$ cat src/rtl/display_mode_sequencer.sv
// rtl/display_mode_sequencer.sv - frame-synchronous display mode scheduler for the HDMI compositor
module display_mode_sequencer #(
  parameter int FRAMES_PER_MODE = 120,
  parameter int CNT_W           = 8
) (
  input  logic             pixel_clk,
  input  logic             rst,
  input  logic             fsync,
  input  logic             vblank,
  input  logic             auto_en,
  input  logic             req_valid,
  input  logic [1:0]       req_mode,
  output logic             req_ready,
  output logic [1:0]       mode,
  output logic             enable_image,
  output logic             enable_text,
  output logic [1:0]       solid_sel,
  output logic             mode_change,
  output logic             mode_valid,
  output logic [CNT_W-1:0] frame_cnt
);

  typedef enum logic [1:0] {
    ST_WAIT = 2'd0,
    ST_RUN  = 2'd1,
    ST_PEND = 2'd2
  } state_t;

  // Last count value of a mode; compared at full CNT_W width so FRAMES_PER_MODE=1 advances every frame.
  localparam logic [CNT_W-1:0] CNT_LAST = CNT_W'(FRAMES_PER_MODE - 1);
  localparam logic [CNT_W-1:0] CNT_MAX  = {CNT_W{1'b1}};
  localparam logic [CNT_W-1:0] CNT_ONE  = CNT_W'(1);

  state_t           state_q, state_d;
  logic [1:0]       mode_q, mode_d;
  logic [1:0]       pend_mode_q, pend_mode_d;
  logic             en_img_q, en_img_d;
  logic             en_txt_q, en_txt_d;
  logic [1:0]       solid_q, solid_d;
  logic             mode_change_q, mode_change_d;
  logic             req_ready_q, req_ready_d;
  logic [CNT_W-1:0] cnt_q, cnt_d;

  logic             do_apply;
  logic [1:0]       apply_mode;
  logic             handshake;

  assign handshake = req_valid && req_ready_q;

  // Next-state and registered-output logic; an "apply" loads a new mode at a frame boundary.
  always_comb begin
    state_d       = state_q;
    pend_mode_d   = pend_mode_q;
    cnt_d         = cnt_q;
    mode_change_d = 1'b0;
    do_apply      = 1'b0;
    apply_mode    = mode_q;

    unique case (state_q)
      ST_WAIT: begin
        // First frame boundary only arms the sequencer; no count and no advance.
        if (fsync) begin
          state_d = ST_RUN;
        end
      end
      ST_RUN: begin
        // A request outranks a coincident fsync; that fsync is neither counted nor used to advance.
        if (handshake) begin
          pend_mode_d = req_mode;
          state_d     = ST_PEND;
        end else if (fsync && auto_en) begin
          if (cnt_q == CNT_LAST) begin
            do_apply   = 1'b1;
            apply_mode = mode_q + 2'd1;
          end else begin
            cnt_d = cnt_q + CNT_ONE;
          end
        end else if (fsync) begin
          if (cnt_q != CNT_MAX) begin
            cnt_d = cnt_q + CNT_ONE;
          end
        end
      end
      ST_PEND: begin
        // Auto-advance is suppressed here; the latched request lands on the next boundary.
        if (fsync) begin
          do_apply   = 1'b1;
          apply_mode = pend_mode_q;
          state_d    = ST_RUN;
        end
      end
      default: begin
        state_d = ST_WAIT;
      end
    endcase

    mode_d   = mode_q;
    en_img_d = en_img_q;
    en_txt_d = en_txt_q;
    solid_d  = solid_q;
    if (do_apply) begin
      mode_d        = apply_mode;
      en_img_d      = (apply_mode == 2'd0) || (apply_mode == 2'd1);
      en_txt_d      = (apply_mode == 2'd0) || (apply_mode == 2'd2);
      cnt_d         = '0;
      mode_change_d = 1'b1;
      // Each fresh entry into solid mode steps the colour R->G->B->R; staying in mode 3 keeps it.
      if ((apply_mode == 2'd3) && (mode_q != 2'd3)) begin
        solid_d = (solid_q == 2'd2) ? 2'd0 : solid_q + 2'd1;
      end
    end

    req_ready_d = (state_d == ST_RUN);
  end

  // State and output registers with synchronous reset; reset drops any pending request.
  always_ff @(posedge pixel_clk) begin
    if (rst) begin
      state_q       <= ST_WAIT;
      mode_q        <= 2'd0;
      pend_mode_q   <= 2'd0;
      en_img_q      <= 1'b1;
      en_txt_q      <= 1'b1;
      solid_q       <= 2'd0;
      mode_change_q <= 1'b0;
      req_ready_q   <= 1'b0;
      cnt_q         <= '0;
    end else begin
      state_q       <= state_d;
      mode_q        <= mode_d;
      pend_mode_q   <= pend_mode_d;
      en_img_q      <= en_img_d;
      en_txt_q      <= en_txt_d;
      solid_q       <= solid_d;
      mode_change_q <= mode_change_d;
      req_ready_q   <= req_ready_d;
      cnt_q         <= cnt_d;
    end
  end

  assign req_ready    = req_ready_q;
  assign mode         = mode_q;
  assign enable_image = en_img_q;
  assign enable_text  = en_txt_q;
  assign solid_sel    = solid_q;
  assign mode_change  = mode_change_q;
  assign frame_cnt    = cnt_q;
  // Status flag: mode is settled and the frame is in its active region.
  assign mode_valid   = (state_q == ST_RUN) && !vblank;

endmodule

$ cat config.mk
export PLATFORM = sky130hd
export DESIGN_NAME = display_mode_sequencer
export DESIGN_NICKNAME = d
export VERILOG_FILES = /design/src/rtl/display_mode_sequencer.sv
export SDC_FILE = /design/constraint.sdc
export NUM_CORES = 1
export LEC_CHECK = 0
export CAP_MARGIN = 20
export CORE_AREA = 2 2 49 62
export CTS_CLUSTER_DIAMETER = 80
export DETAILED_ROUTE_END_ITERATION = 6
export DIE_AREA = 0 0 51 64
export GPL_TIMING_DRIVEN = 0
export SYNTH_ARGS = -nofsm -noshare
export SYNTH_HDL_FRONTEND = slang
export SYNTH_SLANG_ARGS = --single-unit
$ cat constraint.sdc
create_clock -name pixel_clk -period 3.2 [get_ports pixel_clk]
set_clock_uncertainty 0.15 [all_clocks]
set_input_delay 0.64 -clock pixel_clk [delete_from_list [all_inputs] [get_ports pixel_clk]]
set_output_delay 0.64 -clock pixel_clk [all_outputs]
set_load 0.05 [all_outputs]
==> run metrics, run 1 <==
outcome=complete, no violations; post-CTS setup buffers=0; DRC Markers=0; buffers added on ports=23; IO Count=25; GRT Total Usage=0.153; drt first-iter violations=16; H-tree depth=1; mean post-synth cell area=8.99 um2; TritonCTS clock tree=built; Post-synth EDFFs=0; vias in the first global route=909; non-filler cells, final=175; pwr/cell area=395 nW/um2; critical path type=register to output port; CTS Root Cell=clkbuf_4; Synth Warn #=0; Initial Utilization=0.386; Worst EP arrival=1970 ps; die width=51 um; first-pass GRT wire length=3.89 mm; Hold Violations, Final=0; Rows=21; Crit. Startpoint=state_q[1]$_SDFF_PP0_; CP max FO=6; R2R depth=7; Leak=0.522 nW; Max-Cap Viols=0; Synth Cell Area=1020 um2; GRT overflow=0; RR Startpoint=frame_cnt[0]$_SDFFE_PP0P_; total CTS buffers=3; core area=2650 um2; post-synthesis async set-or-reset flop share=0; vias=898; clock latency at the later pin of the worst-skew pair=300 ps; min Tclk post-route=2760 ps; Final HPWL DP=1.69 mm; Slew Limit Fails=0; CP endpoint=mode_valid; Die Y=64 um; Tcrit/Tclk final=0.864; post-CTS sizing=0; r2r endpoint=solid_sel[0]$_SDFFE_PP0P_; Routed Antenna Nets=0; total die area=3260 um2; ys flop type=dfxtp_1; ant diodes=0; placed cell area=1300 um2; routability congestion estimate=0.772; RSZ-0062 raised after global routing=no; CTS Sinks=20; register area share after synthesis=0.391; # nets final=156; Hold Buf Count CTS=0; largest net degree at the start of global routing=13; Gate Count Post-Synth=114; Routed wire per std cell=12.7 um; CP required=2410 ps; # fillers=267; nature of the critical path startpoint=register; clock-pin slew on the worst setup and hold paths=120 ps; Pre-Repair DR Iteration Count=3; CP Capture Type=output port; placed instance count=171; initial antenna violation count=0; Worst slew margin=0.584; Synth top area share=0.391; final WL=2.22 mm; most frequent cells in the layout=clkdlybuf4s50_1, dfxtp_1, nor2_1, nand2_1; Synth cell types=39; area grow syn2layout=31.7%; R2R Setup Slk=700 ps; Fin Setup TNS=0 ps; Synth area leaders=dfxtp_1, ha_1, nor2_1, xor2_1, nand2_1; most common cell after layout, fill and taps aside=clkdlybuf4s50_1; worst slew pin tran=618 ps; Syn Nets=128; fin util=0.509; maximum vdd drop=0.298 mV; Hold WC Path Type=register to register; area leader, netlist=dfxtp_1; fraction of layout cells with a size suffix above 1=0.0567; CTS max path bufs=2; post-route cell area=1350 um2; Via density=5.13; final setup violation count=0; highest clock rate=362 MHz; flop and latch count out of synthesis=20
[layer usage]
| metal | routed length, um | GRT usage | part of all wire |
|---|---|---|---|
| met1 | 1030 | 0.182 | 0.47 |
| met2 | 1100 | 0.266 | 0.50 |
| met3 | 64 | 0.0304 | 0.029 |
| met4 | 19 | 0.0574 | 0.0086 |
| met5 | 0 | 0 | 0 |
[synth_stat cells, types with 2 or more instances]
master    count
dfxtp_1      20
nor2_1       13
nand2_1       9
ha_1          6
nand3_1       6
nand4_1       5
o21ai_0       5
xor2_1        5
inv_1         4
o21a_1        4
a21oi_1       3
mux2i_1       3
and4_1        2
nand2b_1      2
nor3_1        2
xnor2_1       2
[registers in the layout, indices dropped and copies added, names as in the netlist]
name,cells
frame_cnt,8
mode,2
pend_mode_q,2
solid_sel,2
state_q,2
enable_image,1
enable_text,1
mode_change,1
req_ready,1
[worst max-delay path, stage by stage (launching register included)]
cell,delay (ps)
dfxtp_1,350
inv_1,100
ha_1,280
nor2b_1,160
clkdlybuf4s50_1,800
[area by class of cell]
| class | instances | area (um2) | share of cell area |
|---|---|---|---|
| Timing Repair Buffer | 23 | 230 | 0.171 |
| Tap cell | 34 | 42.5 | 0.0315 |
| Inverter | 4 | 15.0 | 0.0111 |
| Buffer | 3 | 12.5 | 0.00927 |
| Clock inverter | 1 | 30.0 | 0.0222 |
| Multi-Input combinational cell | 87 | 597 | 0.442 |
| Clock buffer | 3 | 22.5 | 0.0167 |
| Sequential cell | 20 | 400 | 0.297 |
[cell families after synthesis]
family,count (synthesis),synth area share
AOI/OAI and AO/OA,23,0.173
xor gates and xnor gates,7,0.0598
adders and majority gates,6,0.0733
buffers and inverters,7,0.0268
DFF,20,0.391
muxes,3,0.0293
and+or+nand+nor,48,0.247
[worst min path at each step]
stage                                           start                          end  depth (start not counted)
final                        enable_text$_SDFFE_PP1P_     enable_text$_SDFFE_PP1P_                          2
after global routing         enable_text$_SDFFE_PP1P_     enable_text$_SDFFE_PP1P_                          2
after CTS                    enable_text$_SDFFE_PP1P_     enable_text$_SDFFE_PP1P_                          2
after detailed placement     enable_text$_SDFFE_PP1P_     enable_text$_SDFFE_PP1P_                          2
after global placement       enable_text$_SDFFE_PP1P_     enable_text$_SDFFE_PP1P_                          2
after floorplan           pend_mode_q[1]$_SDFFE_PP0P_  pend_mode_q[1]$_SDFFE_PP0P_                          2
[power breakdown]
part	switching [W]	leakage, nW	internal [W]	total, W
Combinational	0.0000393	0.332	0.0000290	0.0000683
Sequential	0.00000608	0.162	0.000254	0.000260
Clock	0.0000785	0.0279	0.000126	0.000205
Total	0.000124	0.522	0.000409	0.000533
[stage by stage]
stage	hold WS (ps)	worst slack, ps	power, W
floorplan	313	564	0.000310
global placement	309	237	0.000334
detailed placement	320	191	0.000334
CTS	339	406	0.000542
global route	361	305	0.000565
finish	329	436	0.000533
(Power assumes the default switching activity.)
==> run 2, diff against run 1 <==
--- a/config.mk
+++ b/config.mk
@@ -7,10 +7,11 @@
 export LEC_CHECK = 0
 export CAP_MARGIN = 20
 export CORE_AREA = 2 2 49 62
-export CTS_CLUSTER_DIAMETER = 80
 export DETAILED_ROUTE_END_ITERATION = 6
 export DIE_AREA = 0 0 51 64
 export GPL_TIMING_DRIVEN = 0
+export PLACE_DENSITY = 0.67
+export SLEW_MARGIN = 25
 export SYNTH_ARGS = -nofsm -noshare
 export SYNTH_HDL_FRONTEND = slang
 export SYNTH_SLANG_ARGS = --single-unit
==> constraint.sdc (replaced) <==
create_clock -name pixel_clk -period 2.4 [get_ports pixel_clk]
set_clock_uncertainty 0.15 [all_clocks]
set_input_delay 0.48 -clock pixel_clk [delete_from_list [all_inputs] [get_ports pixel_clk]]
set_output_delay 0.48 -clock pixel_clk [all_outputs]
set_load 0.05 [all_outputs]
==> run 2 against run 1 <==
Effect of this change:
- sequential share of layout area about the same
- wire length about the same
- clock-buffer cell count up 1
- critical path depth up 3
- largest cell class unchanged
- cell count up 0.57%
- die area unchanged
- global-route usage up 0.36 points
- non-clock buffer count up 1
==> run metrics, run 2 (synthesis gave the netlist of run 1 again) <==
outcome=complete, no violations; nature of the critical path startpoint=primary input; RR Startpoint=frame_cnt[1]$_SDFFE_PP0P_; critical path type=primary input to register; WP buf/inv=1; area grow syn2layout=35.3%; R2R depth=7; Worst EP arrival=2390 ps; GRT Total Usage=0.157; vias in the first global route=979; instance count on the critical path=7; pwr/cell area=456 nW/um2; min Tclk post-route=2320 ps; Hold Violations, Final=0; die width=51 um; Die Y=64 um; Tcrit/Tclk final=0.965; Fin Setup TNS=0 ps; final setup violation count=0; ant diodes=0; most common cell after layout, fill and taps aside=clkdlybuf4s50_1; core area=2650 um2; GRT overflow=0; total CTS buffers=3; Crit. Startpoint=fsync; worst hold start=enable_text$_SDFFE_PP1P_; TritonCTS clock tree=built; buffers added on ports=23; Initial Utilization=0.386; vias=955; maximum vdd drop=0.355 mV; initial antenna violation count=0; Min-Delay Path Depth=2; CP required=2480 ps; most frequent cells in the layout=clkdlybuf4s50_1, dfxtp_1, nor2_1, nand2_1, nand3_1; CP max FO=7; fraction of layout cells with a size suffix above 1=0.127; Hold WC Path Type=register to register; Final HPWL DP=1.68 mm; CP max-delay cell=or4_1; worst slew pin tran=500 ps; Max-Cap Viols=0; largest net degree at the start of global routing=12; Worst slew margin=0.665; crit-path cells=dlygate4sd2_1, and4bb_1, nand3_1, or2_1, a311o_1, or4_1, a21oi_1; crit-path leading delay family=simple AND/OR/NAND/NOR gates; CTS Root Cell=clkbuf_4; Routed wire per std cell=12.6 um; drt first-iter violations=19; Critical Path Max Stage Delay=410 ps; clock-pin slew on the worst setup and hold paths=110 ps; worst hold margin=330 ps; highest clock rate=432 MHz; total die area=3260 um2; Rows=21; max FFs per register=8; RSZ-0062 raised after global routing=yes; first-pass GRT wire length=4.04 mm; DRC Markers=0; Routed Antenna Nets=0; routability congestion estimate=0.815; Pre-Repair DR Iteration Count=4; Via density=5.43; Leak=0.541 nW; fin util=0.522; IO Count=25; final WL=2.22 mm; CTS max path bufs=2; CP Capture Type=register; Slew Limit Fails=0; clock latency at the later pin of the worst-skew pair=290 ps; # nets final=157; CTS Sinks=20; H-tree depth=1
run 2: cell types whose count changed in the layout (fill, tap and decap cells not counted), moves of 2 or more:
cell / delta
ha_4: +2
clkdlybuf4s50_1: -4
ha_1: -2
dlygate4sd2_1: +3
dfxtp_4: +2
dfxtp_1: -5
dfxtp_2: +3
run 2: worst paths after layout:
| path | slack, ps | to |
|---|---|---|
| hold / removal | 330 | enable_text$_SDFFE_PP1P_ |
| setup reg to reg | 120 | solid_sel[0]$_SDFFE_PP0P_ |
| setup / recovery | 80 | solid_sel[0]$_SDFFE_PP0P_ |
| hold reg to reg | 330 | enable_text$_SDFFE_PP1P_ |
run 2: per-stage QoR:
stage          instance area [um2]  worst slack [ps]  total power [W]  cells
2_1_floorplan                 1030              13.8         0.000413    114
3_3_place_gp                  1310              -403         0.000443    171
3_5_place_dp                  1310              -464         0.000445    171
4_1_cts                       1360              5.81         0.000638    175
5_1_grt                       1390             -6.01         0.000668    176
6_report                      1390              84.1         0.000632    176
run 2: layout make-up:
| cell class | count | area (um2) |
|---|---|---|
| Multi-Input combinational cell | 87 | 632 |
| Clock buffer | 4 | 36.3 |
| Buffer | 3 | 12.5 |
| Inverter | 4 | 15.0 |
| Tap cell | 34 | 42.5 |
| Fill cell | 247 | 1270 |
| Sequential cell | 20 | 412 |
| Timing Repair Buffer | 24 | 236 |
run 2: metal layers:
metal / track usage / vias up / share of wire
met2: 0.278 / 22 / 0.50
met5: 0 / - / 0
met3: 0.0257 / 4 / 0.047
met4: 0.0811 / 0 / 0.018
met1: 0.175 / 462 / 0.44
li1: - / 467 / -
run 2: power by group:
part            total, W  switching (W)  leakage, nW  internal, W
registers       0.000348     0.00000992        0.165     0.000338
logic          0.0000976      0.0000551        0.356    0.0000424
clock network   0.000187      0.0000944       0.0210    0.0000923
run 2: timing repair:
action                     CTS  global route
setup buffers                0             1
resized for setup            6             9
hold buffers                 0             0
pin swaps                    3             5
setup endpoints to repair    3             4
run 2: worst register-to-register path, cell delays in order, from the launching register on:
cell	delay, ps
dfxtp_4	400
ha_4	140
and4_4	250
nand3_1	90
or2_1	230
a311o_1	400
or4_1	410
a21oi_1	130
==> run 3, diff against run 2 <==
--- a/config.mk
+++ b/config.mk
@@ -10,7 +10,7 @@
 export DETAILED_ROUTE_END_ITERATION = 6
 export DIE_AREA = 0 0 51 64
 export GPL_TIMING_DRIVEN = 0
-export PLACE_DENSITY = 0.67
+export MAX_ROUTING_LAYER = met4
 export SLEW_MARGIN = 25
 export SYNTH_ARGS = -nofsm -noshare
 export SYNTH_HDL_FRONTEND = slang
==> constraint.sdc (replaced) <==
create_clock -name pixel_clk -period 2.9 [get_ports pixel_clk]
set_clock_uncertainty 0.15 [all_clocks]
set_input_delay 0.58 -clock pixel_clk [delete_from_list [all_inputs] [get_ports pixel_clk]]
set_output_delay 0.58 -clock pixel_clk [all_outputs]
set_load 0.05 [all_outputs]
==> run 3 against run 2 <==
Effect of this change:
- wire length decreased by 0.23%
- worst hold slack got worse by 0.92 ps
- first-iteration DRC count unchanged
- register-to-register slack improved by 280 ps
- critical path type is now register to output port
- sequential share of layout area about the same
==> run metrics, run 3 (synthesis gave the netlist of run 1 again) <==
outcome=complete, no violations; Worst slew margin=0.584; most common cell after layout, fill and taps aside=clkdlybuf4s50_1; crit-path cells=inv_1, ha_1, nor2b_1, clkdlybuf4s50_1; H-tree depth=1; critical path type=register to output port; Routed wire per std cell=12.6 um; non-filler cells, final=175; most frequent cells in the layout=clkdlybuf4s50_1, dfxtp_1, nor2_1, nand2_1; vias=898; DRC Markers=0; core area=2650 um2; final setup violation count=0; Pre-Repair DR Iteration Count=3; GRT Total Usage=0.157; Routed Antenna Nets=0; CP Capture Type=output port; Hold WC Path Type=register to register; Die Y=64 um; vias in the first global route=908; Leak=0.522 nW; highest clock rate=370 MHz; Net Switching=0.000137 W; CTS max path bufs=2; post-CTS setup buffers=0; FF+latch area=400 um2; fin util=0.509; final WL=2.21 mm; crit-path leading delay family=buffers and inverters; Slew Limit Fails=0; IO Count=25; Pint=0.000452 W; # fillers=267; GRT overflow=0; CTS Sinks=20; Final HPWL DP=1.69 mm; sequential power share=0.488; WP buf/inv=2; combinational power share=0.128; Tcrit/Tclk final=0.932; clock latency at the later pin of the worst-skew pair=300 ps; post-route cell area=1350 um2; CP max-delay cell=clkdlybuf4s50_1; Hold Buf Count CTS=0; total CTS buffers=3; max FFs per register=8; CTS Root Cell=clkbuf_4; fraction of layout cells with a size suffix above 1=0.0567; Initial Utilization=0.386; ant diodes=0; pwr/cell area=436 nW/um2; Clk network pwr share=0.384; # nets final=156; largest net degree at the start of global routing=13; min Tclk post-route=2700 ps; Multi-input gate area=597 um2; Hold Violations, Final=0; area grow syn2layout=31.7%; Rows=21; placed instance count=171; Critical Path Max Stage Delay=800 ps; die width=51 um; RSZ-0062 raised after global routing=no; drt first-iter violations=19; initial antenna violation count=0; post-CTS sizing=0; placed cell area=1300 um2; Via density=5.13; clock-pin slew on the worst setup and hold paths=120 ps; total die area=3260 um2; Worst EP arrival=1970 ps; pre-CTS setup slack=-48.6 ps; buffers added on ports=23; first-pass GRT wire length=3.89 mm; routability congestion estimate=0.783; Final WS setup=196 ps; CP required=2170 ps; worst slew pin tran=618 ps; CP max FO=6; Net Sw Frac=0.232; maximum vdd drop=0.329 mV; Max-Cap Viols=0; TritonCTS clock tree=built; nature of the critical path startpoint=register
run 3: changes by cell type in the layout (fill, tap and decap cells not counted), moves of 2 or more:
| cell | delta |
|---|---|
| clkdlybuf4s50_1 | +4 |
| dfxtp_1 | +5 |
| dfxtp_2 | -3 |
| dfxtp_4 | -2 |
| dlygate4sd2_1 | -3 |
| ha_1 | +2 |
| ha_4 | -2 |
run 3: area by class of cell:
class,instances,area share
inverters,4,0.0111
multi-input cells,87,0.442
clock inverters,1,0.0222
repair buffers,23,0.171
clock buffers,3,0.0167
well taps,34,0.0315
plain buffers,3,0.00927
flip-flops and latches,20,0.297
run 3: power by group through the flow:
stage	sequential, W	combinational, W	clock (W)
final	0.000287	0.0000753	0.000226
after CTS	0.000287	0.0000765	0.000235
after global routing	0.000288	0.0000827	0.000253
after global placement	0.000293	0.0000749	0
after detailed placement	0.000293	0.0000758	0
after floorplan	0.000303	0.0000387	0
run 3: path summary, 6_finish.rpt:
path,from,to,slack [ps],depth (start not counted)
worst max-delay path,state_q[1]$_SDFF_PP0_,mode_valid,200,4
worst min-delay path,enable_text$_SDFFE_PP1P_,enable_text$_SDFFE_PP1P_,330,2
worst max register to register,frame_cnt[0]$_SDFFE_PP0P_,solid_sel[0]$_SDFFE_PP0P_,400,7
worst min register to register,enable_text$_SDFFE_PP1P_,enable_text$_SDFFE_PP1P_,330,2
run 3: stage by stage:
step	TNS (ps)	hold slack, ps	total power [W]
after floorplan	0	313	0.000342
after global placement	-2.77	309	0.000368
after detailed placement	-48.6	320	0.000369
after CTS	0	339	0.000598
after global routing	0	361	0.000623
final	0	329	0.000588
run 3: tightest hold or removal path, delay by kind of cell (launching register included):
kind / cells / cell delay (ps)
DFF: 1 / 330
buffers and inverters: 1 / 40
AOI/OAI and AO/OA: 1 / 70
run 3: routing by layer:
metal | up-vias | track usage | part of all wire
met4 | 0 | 0.0574 | 0.0086
met3 | 2 | 0.0304 | 0.027
met2 | 15 | 0.266 | 0.50
met5 | - | - | 0
met1 | 418 | 0.182 | 0.47
li1 | 463 | - | -
